File: src/rtl/cache_mem_arbiter.sv
// Single-port RAM arbiter between the instruction and data caches.
// The dcache wins contention; a saturating starvation counter forces the icache through.
module cache_mem_arbiter #(
    parameter int unsigned STARVE_LIMIT = 4
) (
    input  logic        CLK,
    input  logic        RST,
    input  logic        iREN,
    input  logic [31:0] iaddr,
    output logic        iwait,
    output logic [31:0] iload,
    input  logic        dREN,
    input  logic        dWEN,
    input  logic [31:0] daddr,
    input  logic [31:0] dstore,
    output logic        dwait,
    output logic [31:0] dload,
    output logic        ramREN,
    output logic        ramWEN,
    output logic [31:0] ramaddr,
    output logic [31:0] ramstore,
    input  logic [31:0] ramload,
    input  logic [1:0]  ramstate,
    output logic        err
);

    localparam logic [1:0] S_IDLE = 2'd0;
    localparam logic [1:0] S_DGNT = 2'd1;
    localparam logic [1:0] S_IGNT = 2'd2;

    localparam logic [1:0] RAM_ACCESS = 2'd2;
    localparam logic [1:0] RAM_ERROR  = 2'd3;

    localparam logic [3:0] LIMIT = 4'(STARVE_LIMIT);

    logic [1:0] r_state;
    logic [3:0] r_starve;
    logic       r_err;

    logic [1:0] w_next_state;
    logic [3:0] w_next_starve;
    logic       w_dreq;
    logic       w_done;
    logic       w_err_set;

    assign w_dreq    = dREN | dWEN;
    assign w_done    = (ramstate == RAM_ACCESS);
    assign w_err_set = ((r_state == S_DGNT) || (r_state == S_IGNT)) && (ramstate == RAM_ERROR);

    // Arbitration and grant-exit decisions; starvation count only moves in IDLE.
    always_comb begin
        w_next_state  = r_state;
        w_next_starve = r_starve;
        case (r_state)
            S_IDLE: begin
                if ((r_starve == LIMIT) && iREN) begin
                    w_next_state  = S_IGNT;
                    w_next_starve = 4'd0;
                end else if (w_dreq) begin
                    w_next_state = S_DGNT;
                    if (iREN && (r_starve < LIMIT)) begin
                        w_next_starve = r_starve + 4'd1;
                    end else begin
                        w_next_starve = r_starve;
                    end
                end else if (iREN) begin
                    w_next_state  = S_IGNT;
                    w_next_starve = 4'd0;
                end else begin
                    w_next_state  = S_IDLE;
                    w_next_starve = 4'd0;
                end
            end
            S_DGNT: begin
                if (!w_dreq || w_done) begin
                    w_next_state = S_IDLE;
                end else begin
                    w_next_state = S_DGNT;
                end
            end
            S_IGNT: begin
                if (!iREN || w_done) begin
                    w_next_state = S_IDLE;
                end else begin
                    w_next_state = S_IGNT;
                end
            end
            default: begin
                w_next_state  = S_IDLE;
                w_next_starve = 4'd0;
            end
        endcase
    end

    // State, starvation counter and sticky error flag.
    always_ff @(posedge CLK) begin
        if (RST) begin
            r_state  <= S_IDLE;
            r_starve <= 4'd0;
            r_err    <= 1'b0;
        end else begin
            r_state  <= w_next_state;
            r_starve <= w_next_starve;
            r_err    <= r_err | w_err_set;
        end
    end

    // RAM-side strobes and per-cache wait handshakes follow the current grant.
    always_comb begin
        ramREN   = 1'b0;
        ramWEN   = 1'b0;
        ramaddr  = 32'd0;
        ramstore = 32'd0;
        iwait    = 1'b1;
        dwait    = 1'b1;
        case (r_state)
            S_DGNT: begin
                ramWEN   = dWEN;
                ramREN   = dREN & ~dWEN;
                ramaddr  = daddr;
                ramstore = dstore;
                dwait    = ~w_done;
            end
            S_IGNT: begin
                ramREN  = iREN;
                ramaddr = iaddr;
                iwait   = ~w_done;
            end
            default: begin
                ramREN = 1'b0;
            end
        endcase
    end

    assign iload = ramload;
    assign dload = ramload;
    assign err   = r_err;

endmodule

File: config.mk
export PLATFORM = sky130hd
export DESIGN_NAME = cache_mem_arbiter
export DESIGN_NICKNAME = d
export VERILOG_FILES = /design/src/rtl/cache_mem_arbiter.sv
export SDC_FILE = /design/constraint.sdc
export NUM_CORES = 1
export LEC_CHECK = 0
export CORE_AREA = 3 3 104 106
export DETAILED_ROUTE_END_ITERATION = 10
export DIE_AREA = 0 0 107 109
export PLACE_DENSITY = 0.65
export SYNTH_ARGS = -nofsm -noshare
export SYNTH_HDL_FRONTEND = slang
export SYNTH_SLANG_ARGS = --single-unit
File: constraint.sdc
create_clock -name CLK -period 1.2 [get_ports CLK]
set_input_delay 0.12 -clock CLK [delete_from_list [all_inputs] [get_ports CLK]]
set_output_delay 0.12 -clock CLK [all_outputs]
set_load 0.005 [all_outputs]
# After elaboration in Yosys (flattened, before gate mapping)
# Cells that the tools add are included.
word_totals:
  ff_bits: 7
  out_inout_bits: 133
op_classes:
  addsub: 1
  order_cmp: 1
  eq_ne: 6
  mux: 16
  bitwise: 6
  n_reduce_logical: 11
op_table:
  columns: ["op", "n"]
  rows:
  - ["$pmux W32 S2", 1]
  - ["$mux W32", 1]
  - ["$mux W4", 3]
  - ["$mux W2", 4]
  - ["$pmux W4 S2", 1]
  - ["$eq A2 B2 Y1 const B", 3]
  - ["$pmux W2 S3", 1]
  - ["$add A4 B1 Y4 const B", 1]
  - ["$eq A4 B3 Y1 const B", 1]
  - ["$lt A4 B3 Y1 const B", 1]
  - ["$mux W1", 4]
  - ["$ne A4 B4 Y1 const B", 1]
  - ["$logic_and A1 B1 Y1", 3]
  - ["$logic_or A1 B1 Y1", 3]
  - ["$not A1 Y1", 3]
  - ["$eq A2 B1 Y1 const B", 1]
  - ["$logic_not A1 Y1", 2]
  - ["$logic_not A2 Y1", 1]
  - ["$or A1 B1 Y1", 2]
  - ["$pmux W1 S2", 1]
  - ["$reduce_and A2 Y1", 1]
  - ["$reduce_or A2 Y1", 1]
  - ["$and A1 B1 Y1", 1]

# Logic depth before layout (Yosys ltp)
# Gate-level depths: netlist of run 1.
depth:
  word_depth: 6
  mapped_depth: 7
  mapped_depth_nobuf: 6

# Worst setup path after synthesis of run 1
# Ideal clock, no wire load.
synth_path:
  path_kind: "register to output"
  start: "register r_state[0]"
  end: "output port ramaddr[0]"
  t_arrival_ns: 1.253
  path_slack_ns: -0.173
  path_stages_with_launch: 6
  path_buffers: 2
  cell_sequence: "dfxtp_1 -> inv_1 -> ha_1 -> buf_2 -> clkbuf_1 -> nor2b_1"
synth_via:
  elab_chain_len: 2
  elab_cells_between_ends: 3
synth_lines:
  columns: ["element", "line_no", "source"]
  rows:
  - ["start: declaration", "36", "logic [1:0] r_state;"]
  - ["start signal: assignment", "102", "r_state <= w_next_state;"]
  - ["$eq A2 B2 Y1 / $eq A2 B1 Y1 (equally long branches)", "116", "case (r_state)"]
  - ["$pmux W32 S2 (*)", "116", null]
  - ["end: declaration", "20", "output logic [31:0] ramaddr,"]
# Every way passes the cells marked *; elsewhere a longest branch is shown, timed or not.

# Worst setup path after layout of run 1
layout_path:
  start: "register r_state[1]"
  end: "output port ramaddr[20]"
# The elaborated chain is that of the path after synthesis.

==> results of run 1 <==
## metal layers
layer  global-route usage, %  wire, um  vias to the layer above  part of all wire (%)
met2                    27.3      5060                      122                    55
met1                    15.6      3340                      986                    36
met5                       0         0                        -                     0
met3                    3.85       717                        7                   7.8
met4                   0.731        53                        0                  0.58
li1                        -         -                     1001                     -
## final timing paths
| path | endpoint | cells after the start | start | slack [ps] |
|---|---|---|---|---|
| setup reg to reg | r_starve[0]$_SDFFE_PP0P_ | 7 | r_state[1]$_SDFF_PP0_ | -320 |
| setup / recovery | ramaddr[20] | 8 | r_state[1]$_SDFF_PP0_ | -480 |
| hold / removal | dload[14] | 0 | ramload[14] | 240 |
| hold reg to reg | err$_SDFF_PP0_ | 2 | err$_SDFF_PP0_ | 510 |
## critical path: cells and delay by family, from the launching register on
kind,cells,cell delay [ps]
AOI/OAI and AO/OA,1,170
and+or+nand+nor,1,70
DFF,1,360
adders and majority gates,1,180
buffers and inverters,5,560
## report_power, final
part,switching [uW],internal (uW),total [uW]
combinational,556,1110,1670
sequential,11.7,244,256
clock,99.0,230,329
## per-stage QoR
stage / hold WS (ps) / instance area, um^2 / power (uW) / worst slack (ps)
floorplan: 177 / 1740 / 822 / -21.0
global placement: 240 / 3170 / 1320 / -524
detailed placement: 240 / 3170 / 1330 / -556
CTS: 240 / 3750 / 2050 / -486
global route: 240 / 4080 / 2380 / -532
finish: 240 / 4080 / 2250 / -485
## registers in the layout, summed over array words and instances, names as in the netlist
signal,cells
err,1
r_state,2
r_starve,4
## layout by cell type (no fill, tap or decap), drive strengths merged, types with 2 or more instances in the layout
master and n:
buf 117, clkdlybuf4s50 102, a22oi 34, and2 34, nor2b 34, clkbuf 10
dfxtp 7, ha 6, nor2 5, nand2 5, inv 4, nand2b 3
nand3b 2, o21ai 2, nor4b 2
## cell families (layout without fill, tap and decap cells)
logic type,after synthesis,count (layout)
and+or+nand+nor,88,88
buffers and inverters,83,234
AOI/OAI and AO/OA,42,42
DFF,7,7
adders and majority gates,6,6
## cell type report
type                    instances  share of cell area, %
repair buffers                226                   58.6
multi-input cells             136                   32.0
well taps                     133                   4.07
flip-flops and latches          7                   3.65
clock buffers                   4                   1.10
inverters                       4                  0.490
## what timing repair did
item,4_1_cts,5_1_grt
gates cloned,9,3
gates resized for setup,352,82
buffers inserted,26,9
pin swaps,31,23
endpoints found under the setup margin,75,76
==> summary by stage, run 1 <==
Final layout
The filler-free cell count of the finished design is a little over 500. The count of nets after finishing is approximately 520. The layout filler cell count is roughly 950. The number of antenna diodes in the final layout is 0. At the end of the flow the core is filled with cells to about two fifths. In the final layout, the share of cells above drive strength 1 is about three fifths. The sequential cell area is around 150 um^2. The post-synthesis to final-layout area growth is 147%. In the final layout, the multi-input gates occupy 0.00131 mm^2.

Timing
Static timing analysis puts the maximum clock frequency at 0.594 GHz. Counting I/O delays and the setup requirement, the final critical path takes roughly 1700 ps. Setup repair after global routing could not meet its margin everywhere. The count of endpoints failing hold in the final timing report came to 0. Across all setup checks in the final design, the least slack found is -485 ps. The worst pin sits at a relative slew slack of between 70 and 80%. The total setup violations reported at the end of the flow is 75. The sum of negative setup slack is -28,270 ps. Dividing the final minimum period by the clock period gives 140%.

The worst clock skew on the final layout is ~0.23 ps. The slew at the pin closest to its max-slew limit is roughly 360 ps. The number of pins with negative max-slew slack in the final report is 0.

Critical path
The critical path's slowest cell is dfxtp_4. The critical path is of the reg -> out type. The largest single stage delay on the critical path is between 300 and 400 ps. Traced cell by cell, the critical path runs through inv_4, ha_4, buf_6, buf_12, buf_8, a22oi_2, nor2b_1, buf_2. The worst setup path is captured at an output pin.

STA classifies the critical path startpoint as a flip-flop. The worst path arrival time is roughly 1600 ps. Along the worst path, the maximum fanout reaches 6.

Data on the critical path is required at its endpoint by between 1000 and 1500 ps.

Detailed routing
For this run, design rule violations remaining after detail routing come to 0. The violation count after the first detailed-routing iteration is 64. The routed via count is ~2,100.

The per-cell via count in the routed design is approximately 4.1. The average detailed-routed wire length per instance is between 15 and 20 um. The length of the first detailed-routing pass in iterations is 4.

In this run the remaining antenna-violating nets after routing total 0. The routed wire length is approximately 9000 um.

Clock network
The H-tree depth is 1. Clock-pin slew was measured on the worst setup and hold paths at ~40 ps. The total of hold buffers inserted after clock tree synthesis is 0. The clock insertion delay at the later pin of the skew report is 220 ps.

TritonCTS created 3 clock buffers. The clock tree root buffer cell is clkbuf_8. TritonCTS built the clock tree.

Counting every sink on the clock net gives 7. The number of buffers on the longest clock path is 2.

Power and ir drop
The leakage power of the design is between 0.0015 and 0.002 uW. The power density over the cells is between 500 and 600 mW/mm^2. IR analysis of the VDD net gives a maximum drop of around 560 uV.

Global route
The first-pass GRT wire length is around 13,000 um. The initial antenna violation count is 0. Global routing consumed, over all layers together, 13.9% of the routing resources. The via count of the first global-routing pass is 2,176. Entering global routing, the biggest net connects 15 pins.

The remaining global-route overflow is 0.

Synthesis
The portion of synthesized area spent on multiplexers is 0%. Summed over all instances, the cell type with the most area after synthesis is buf_4. The proportion of netlist area held by the largest area contributor is between 20% and 30%. The number of unique standard cell types used by synthesis is 29. After synthesis, the share of flip-flops with an asynchronous set or reset is 0%. The post-synthesis instance total is 226.

The simple-gate area share of the yosys netlist is 33.9%. The sequential element share of the synthesized area is between 8 and 9%. After Yosys synthesis, XOR and XNOR cells account for 0% of the synthesized area. By area the synthesized netlist is led by buf_4 (30%), a22oi_1 (15%), and2_1 (12%). The combinational family with the most area after synthesis is buffers and inverters. The post-synthesis area per instance is around 7.3 um^2.

The number of enable-type register cells in the synthesized netlist is 0. The number of nets produced by synthesis is 367. Yosys printed 0 warnings. The most frequent cell after synthesis is buf_4.

Counting instances in the post-synthesis netlist gives the leading cell types as buf_4 (65), a22oi_1 (34), and2_1 (33), nor2b_1 (33), clkbuf_1 (8). The prevailing post-synth register cell is dfxtp_1. The adder-cell share of the synthesized area is under 10%. The flip-flop and latch count after synthesis is 7. The complex-gate fraction of the synthesized area is a little under a fifth. After synthesis the cells add up to 0.00165 mm^2.

Floorplanning
The region available for standard cell placement spans between 0.009 and 0.01 mm^2. For this configuration, the core starts out at a cell density of 16.8%. The floorplan has 36 rows. The die area is roughly 0.012 mm^2. approximately 270 I/O pins were placed. In this run the horizontal extent of the chip is around 110 um. The die is between 100 and 150 um tall.

Placed design
The placer congestion estimate is roughly 0.74. Once detailed placement completed, the half-perimeter wirelength came to approximately 6200 um. The count of buffers added on input and output ports is 171. The number of placed instances, taps included is 467.

Status
The final reports fail on setup timing. The run finished, with violations left.

Flow run
The tool flagged a number of max-cap violations equal to 0.

Hold path
The class of the tightest hold or removal check is in -> out.
No activity file was read; power rests on OpenSTA's default activity.
==> run 2, diff against run 1 <==
ABC_AREA = 1   (was not set)
==> summary by stage, run 2 <==
Status
The flow ran to the end, but the final reports show violations. The final reports fail on setup timing.

Synthesis
The warning count from the yosys run is 0. The sequential element share of the synthesized area is ~8.1%. The number of enable-type register cells in the synthesized netlist is 0. For this run, asynchronously set or reset flops after synthesis account for 0%. After synthesis the netlist holds a flip-flop and latch count of 7. Each instance of the synthesized netlist takes up on average between 5 and 6 um^2. By area the synthesized netlist is led by buf_4 (28%), nand2_1 (24%), inv_1 (11%). In this run, distinct cell masters in the synthesized netlist total 22. Counting every instance in the synthesized netlist gives about 320.

The number of nets produced by synthesis is 457. Among all flip-flop cells after synthesis, the most frequent one is dfxtp_1. In this run the cell area of the synthesized design comes to approximately 0.0017 mm^2. The synthesized design devotes to its leading area cell type between 20 and 30% of total area. The commonest cells after synthesis are nand2_1 (109), buf_4 (64), inv_1 (50), a21oi_1 (36), buf_2 (15). The synthesized design spends more area on one cell type than any other, namely buf_4. The most frequent cell after synthesis is nand2_1.

Clock network
In this run the number of H-tree levels came out at 1. CTS saw 7 sinks. The clock passes through at most 2 buffers. The number of clock buffers inserted by TritonCTS is 3.

The later pin in the worst-skew pair is clocked with a latency of roughly 230 ps. The tree is rooted in a clkbuf_8. The register clock-pin slew on the reported worst setup and hold paths is roughly 40 ps. TritonCTS built the clock tree.

Floorplanning
After floorplanning, the core was divided into 36 placement rows. The starting density of the core is 17.5%. The die area is ~0.012 mm^2. The core area is 0.00986 mm^2.

about 270 I/O pins were placed. The die is ~110 um tall. From left edge to right edge, the die measures roughly 110 um.

Critical path
The required time reported for the critical path endpoint is ~1100 ps. The capturing element type of the critical path is an output pin. The path type of the worst setup path is reg -> out. The worst path arrival time is 1480 ps. In this run the worst path has a maximum fanout of 3. The critical path launch point type is a flip-flop.

Timing
The shortest period the worst path allows is 1600 ps. Headroom to the max-slew limit came out at about four fifths. The worst hold-check slack is ~240 ps. The worst path uses 134% of the clock period. Setup repair after global routing could not meet its margin everywhere.

The number of pins with negative max-slew slack in the final report is 0. The total setup violations reported at the end of the flow is 73. The slew at the pin closest to its max-slew limit is about 280 ps. For this run, the top clock speed supported by timing is just over 0.6 GHz. The final worst slack is -405 ps.

The count of endpoints failing hold in the final timing report is 0. Across the routed clock network, the largest skew measured is about 2.7 ps.

Detailed routing
Dividing the detail-routed via count by the number of cells gives approximately 4.1. In this run, the number of DRC markers left after iteration 0 of detailed routing was just over 70. The count of nets left with antenna violations once routing finished came out at 0.

In the final routed layout, each cell accounts on average for 15.6 um. The routed wire length is ~9400 um. For this run, the detailed router's first-pass iteration total came to 4. The DRC violation count after routing is 0. The routed via count is 2,469.

Power and ir drop
The clock network accounts for 12.5% of the total power. VDD sags by at most roughly 400 uV. The internal power of the cells totals between 1500 and 2000 uW.

The power density over the cells is ~610 mW/mm^2. Of the total power, the share spent switching nets is between 30% and 40%. The power dissipated by switching net loads is between 1000 and 1500 uW. Per report_power, the sequential group accounts for a little under a tenth of the total. Of the total power, combinational logic draws roughly 80%. The leakage power of the design is approximately 0.0023 uW.

Final layout
Ranked by flip-flop count, first place goes to r_starve. The post-synthesis to final-layout area growth is 162%. After routing the design area is roughly 0.0045 mm^2. Leaving out fill and tap cells, the most frequent cells in the layout are clkdlybuf4s50_1 (101), buf_6 (52), nand2_4 (50), nand2_1 (37), buf_2 (36). The register with the most flip-flops in the layout has 4 of them. The count of nets after finishing is approximately 610. Fill cells in the final layout number between 900 and 1,000. The repair_antennas step left the layout with diodes totalling 0.

The layout cell share with drive strength beyond 1 is a little over three fifths. The library cell used most frequently in the layout, excluding fill and tap cells, is clkdlybuf4s50_1.

Placed design
The worst setup timing slack at the placement stage is -522 ps. The placer congestion estimate is 0.808. The HPWL reported at the end of detailed placement is ~6200 um.

The count of input and output buffers is roughly 170. The placed instance area is 0.00334 mm^2.

Hold path
In this run the worst hold path is classified as in -> out.

Global route
In the global route stage, met1 resource usage came out at 16.1%. In this run the most used layer during global routing was met2. Entering global routing, the biggest net connects 16 pins. The initial antenna violation count is 0. The global-route usage over all layers is ~15%.

The via count of the first global-routing pass is 2,622. The first-pass GRT wire length is 13,600 um. Global routing used between 20% and 30% of the available met2 tracks. The remaining global-route overflow is 0. The met3 track utilization from global routing is 2.72%.

Flow run
The number of max-cap violations is 0.
==> run 2: timing repair <==
action	in CTS	in global routing
gates resized for setup	412	122
buffers inserted	27	10
endpoints found under the setup margin	73	74
pin swaps	13	18
cloned	10	2
hold buffers	0	0
==> run 2: worst paths after layout <==
check                         from                  endpoint  slack [ps]  depth (start not counted)
max          r_state[1]$_SDFF_PP0_               ramaddr[30]        -400                          8
min                    ramload[11]                 iload[11]         240                          0
max reg2reg  r_state[0]$_SDFF_PP0_  r_starve[1]$_SDFFE_PP0P_        -190                          9
min reg2reg         err$_SDFF_PP0_            err$_SDFF_PP0_         460                          2
==> run 2: final cells by class <==
class,count,area (um^2),area share [%]
Timing Repair Buffer,231,2510,55.4
Multi-Input combinational cell,177,1450,32.1
Inverter,52,208,4.59
Tap cell,133,166,3.68
Sequential cell,7,148,3.26
Clock buffer,4,45.0,0.995
==> run 2: power by group through the flow <==
stage               sequential, uW  combinational (uW)  clock (uW)
finish                         266                2140         345
CTS                            265                1840         356
global route                   268                2290         369
global placement               266                1300           0
detailed placement             268                1310           0
floorplan                      268                 708           0
==> run 2: logic make-up after synthesis <==
family / after synthesis / share of synthesized area [%]
adders and majority gates: 6 / 4.35
buffers and inverters: 132 / 43.7
DFF: 7 / 8.12
and+or+nand+nor: 134 / 33.1
AOI/OAI and AO/OA: 37 / 10.7
==> run 2: critical path, cell delays in order, from the launching register on <==
cell	delay (ps)
dfxtp_4	350
inv_4	70
ha_4	170
buf_6	140
buf_16	120
buf_6	100
nand2_1	60
a21oi_2	120
buf_2	120
==> run 2: per-stage QoR <==
stage	utilization, %	total power, uW	setup TNS, ps	cells
6_report	45.9	2750	-22770	604
4_1_cts	40.5	2460	-22390	594
3_3_place_gp	33.9	1570	-29360	554
2_1_floorplan	-	975	0	316
5_1_grt	45.9	2920	-26790	604
3_5_place_dp	33.9	1570	-30890	554
==> run 2: metal layers <==
metal  share of wire [%]  vias to the layer above
li1                    -                     1191
met1                  37                     1106
met2                  53                      144
met3                 8.0                       28
met4                 2.2                        0
met5                   0                        -
==> run 3, diff against run 2 <==
REMOVE_ABC_BUFFERS = 1   (was not set)
==> summary by stage, run 3 (synthesis gave the netlist of run 2 again) <==
Power and ir drop
Summing internal, switching and leakage power gives between 2000 and 3000 uW. The leakage power of the design is ~0.0022 uW. VDD sags by at most a little under 500 uV. The power density over the cells is 614 mW/mm^2.

Detailed routing
The routed wire length is 11,900 um. Dividing the detail-routed wire length by the instance count gives ~19 um. The number of nets with antenna violations after routing is 0.

The DRC violation count after routing is 0. The first routing iteration left approximately 110 violations. Summing over every cut layer, the via total after detailed routing is between 2,000 and 3,000. The first TritonRoute pass finished after 4 iterations. The per-cell via count in the routed design is approximately 4.3.

Floorplanning
The floorplan has 36 rows. Once the floorplan was initialized, standard cells occupied between 10% and 20% of the core. From bottom edge to top edge, the die measures approximately 110 um.

The core area is between 0.009 and 0.01 mm^2. The die area is 0.0117 mm^2. From left edge to right edge, the die measures around 110 um. The count of pins on the block boundary is 268.

Placed design
After legalization and detailed placement, the total HPWL measured 7760 um. The number of placed instances, taps included, is approximately 560. The placed instance area is ~0.0033 mm^2.

The count of input and output buffers is between 150 and 200. Timing analysis after detailed placement gives a worst setup slack of -711 ps. At the end of routability-driven placement, the weighted congestion stood at around 0.77.

Global route
The initial antenna violation count was 0. The first global-routing pass estimated 15,600 um of wire. For this run, the total global-route usage over all layers was measured as 17.7%.

The via count of the first global-routing pass is between 2,000 and 3,000. The remaining global-route overflow is 0. The pin count of the biggest net entering global routing is 18.

Flow run
Max-cap violations in this run came to 0.

Critical path
The critical path buffer and inverter count is 5. The capturing element type of the critical path is an output pin. The maximum fanout count along the critical path is 8. The kind of cell adding the most delay to the critical path is buffers and inverters. The critical path launch point type is a flip-flop. The cell depth of the worst flop-to-flop path is 10. The critical path runs through a total of 7 cells. The critical path goes through inv_4, buf_6, ha_4, inv_8, clkbuf_16, a21oi_4, buf_2. The largest single stage delay on the critical path is between 300 and 400 ps.

The critical path's slowest cell is dfxtp_4. By startpoint and endpoint, the worst setup path is classified as reg -> out. The worst path arrival time is about 1500 ps. The required time reported for the critical path endpoint is approximately 1100 ps.

Timing
The count of endpoints failing hold in the final timing report is 0. Clock skew on the completed layout was measured at between 1 and 1.5 ps. The total setup violations reported at the end of the flow is 74. The number of pins with negative max-slew slack in the final report is 0. The highest attainable clock frequency is slightly above 0.6 GHz.

The slew at the pin closest to its max-slew limit is approximately 260 ps. Setup repair after global routing could not meet its margin everywhere. Once routing completed, OpenROAD measured the worst setup slack at -442 ps. The final cycle utilization of the critical path is 137%. The shortest period the worst path allows is about 1600 ps. The worst-case headroom to the max-slew limit is roughly 80%.

Final layout
Measured on the finished design, the core utilization comes to between 40 and 50%. The number of antenna repair diodes is 0. The post-route netlist has about three fifths of its cells at a drive strength greater than 1. The final design instance area without fill is 0.00441 mm^2.

Leaving out fill and tap cells, the most frequent cell in the layout is clkdlybuf4s50_1. Counting flops per register, the top entry is r_starve. The library cells used most frequently in the layout, excluding fill and tap cells, are clkdlybuf4s50_1 (102), buf_6 (54), buf_2 (48), nand2_1 (44), nand2_2 (36). The post-synthesis to final-layout area growth is 155%. The flip-flop count of the largest register, all copies and words added is 4.

The count of nets after finishing is between 600 and 700. Excluding fillers, the count of instances in the completed layout stands at between 600 and 700.

Clock network
The TritonCTS clock tree is built. The number of clock buffers inserted by TritonCTS is 3. The cell sitting at the root of the clock tree is a clkbuf_8. In this run the number of H-tree levels came out at 1. The register clock-pin slew on the reported worst setup and hold paths is approximately 40 ps. No sink is reached through more buffers than the 2 on the longest clock path.

The clock insertion delay at the later pin of the skew report is 230 ps. The number of hold buffers added after CTS was 0. For this design, the sink count on the clock tree is 7.

Hold path
The number of cells on the worst hold path is 0. The class of the tightest hold or removal check is in -> out.

Status
The final reports fail on setup timing. The run finished, with violations left.
[run 3: cell count changes in the layout (fill, tap and decap cells not counted), moves of 2 or more]
cell     previous run  this run
a21oi_4             0         2
buf_16              8         6
buf_2              36        48
buf_4               9        15
buf_6              52        54
buf_8               7         3
inv_1              14        20
inv_2              35        29
nand2_1            37        44
nand2_2            24        36
nand2_4            50        31
[run 3: worst paths after layout]
check                                           start                       end  slack [ps]
worst max-delay path            r_state[0]$_SDFF_PP0_                ramaddr[2]        -440
worst min-delay path                      ramload[15]                 iload[15]         240
worst max register to register  r_state[1]$_SDFF_PP0_  r_starve[2]$_SDFFE_PP0P_        -250
worst min register to register         err$_SDFF_PP0_            err$_SDFF_PP0_         450
[run 3: where the power goes]
part / leakage, uW / internal, uW / switching, uW
Sequential: 0.0000582 / 252 / 13.5
Clock: 0.0000228 / 231 / 114
Combinational: 0.00214 / 1240 / 863
[run 3: final cells by class]
type | instances | area (um^2)
inverter | 52 | 208
multi-input combinational | 177 | 1350
clock buffer | 4 | 45.0
fill | 921 | 5450
sequential | 7 | 145
tap | 133 | 166
timing repair buffer | 244 | 2500
[run 3: timing repair]
| item | CTS | global route |
|---|---|---|
| buffers inserted | 33 | 14 |
| pin swaps | 19 | 20 |
| cloned | 7 | 2 |
| setup endpoints to repair | 73 | 76 |
| resized for setup | 428 | 104 |
[run 3: layer usage]
| layer | GRT usage, % | share of wire [%] | wire length, um |
|---|---|---|---|
| met1 | 21.7 | 40 | 4720 |
| met2 | 25.2 | 43 | 5150 |
| met3 | 11.7 | 14 | 1710 |
| met4 | 3.38 | 1.6 | 193 |
| met5 | 7.59 | 0.74 | 88 |
[run 3: per-stage QoR]
step                hold WS [ps]  setup TNS [ps]
CTS                          240          -24420
detailed placement           240          -37140
finish                       240          -23880
floorplan                    189          -52770
global route                 240          -27660
global placement             240          -37180
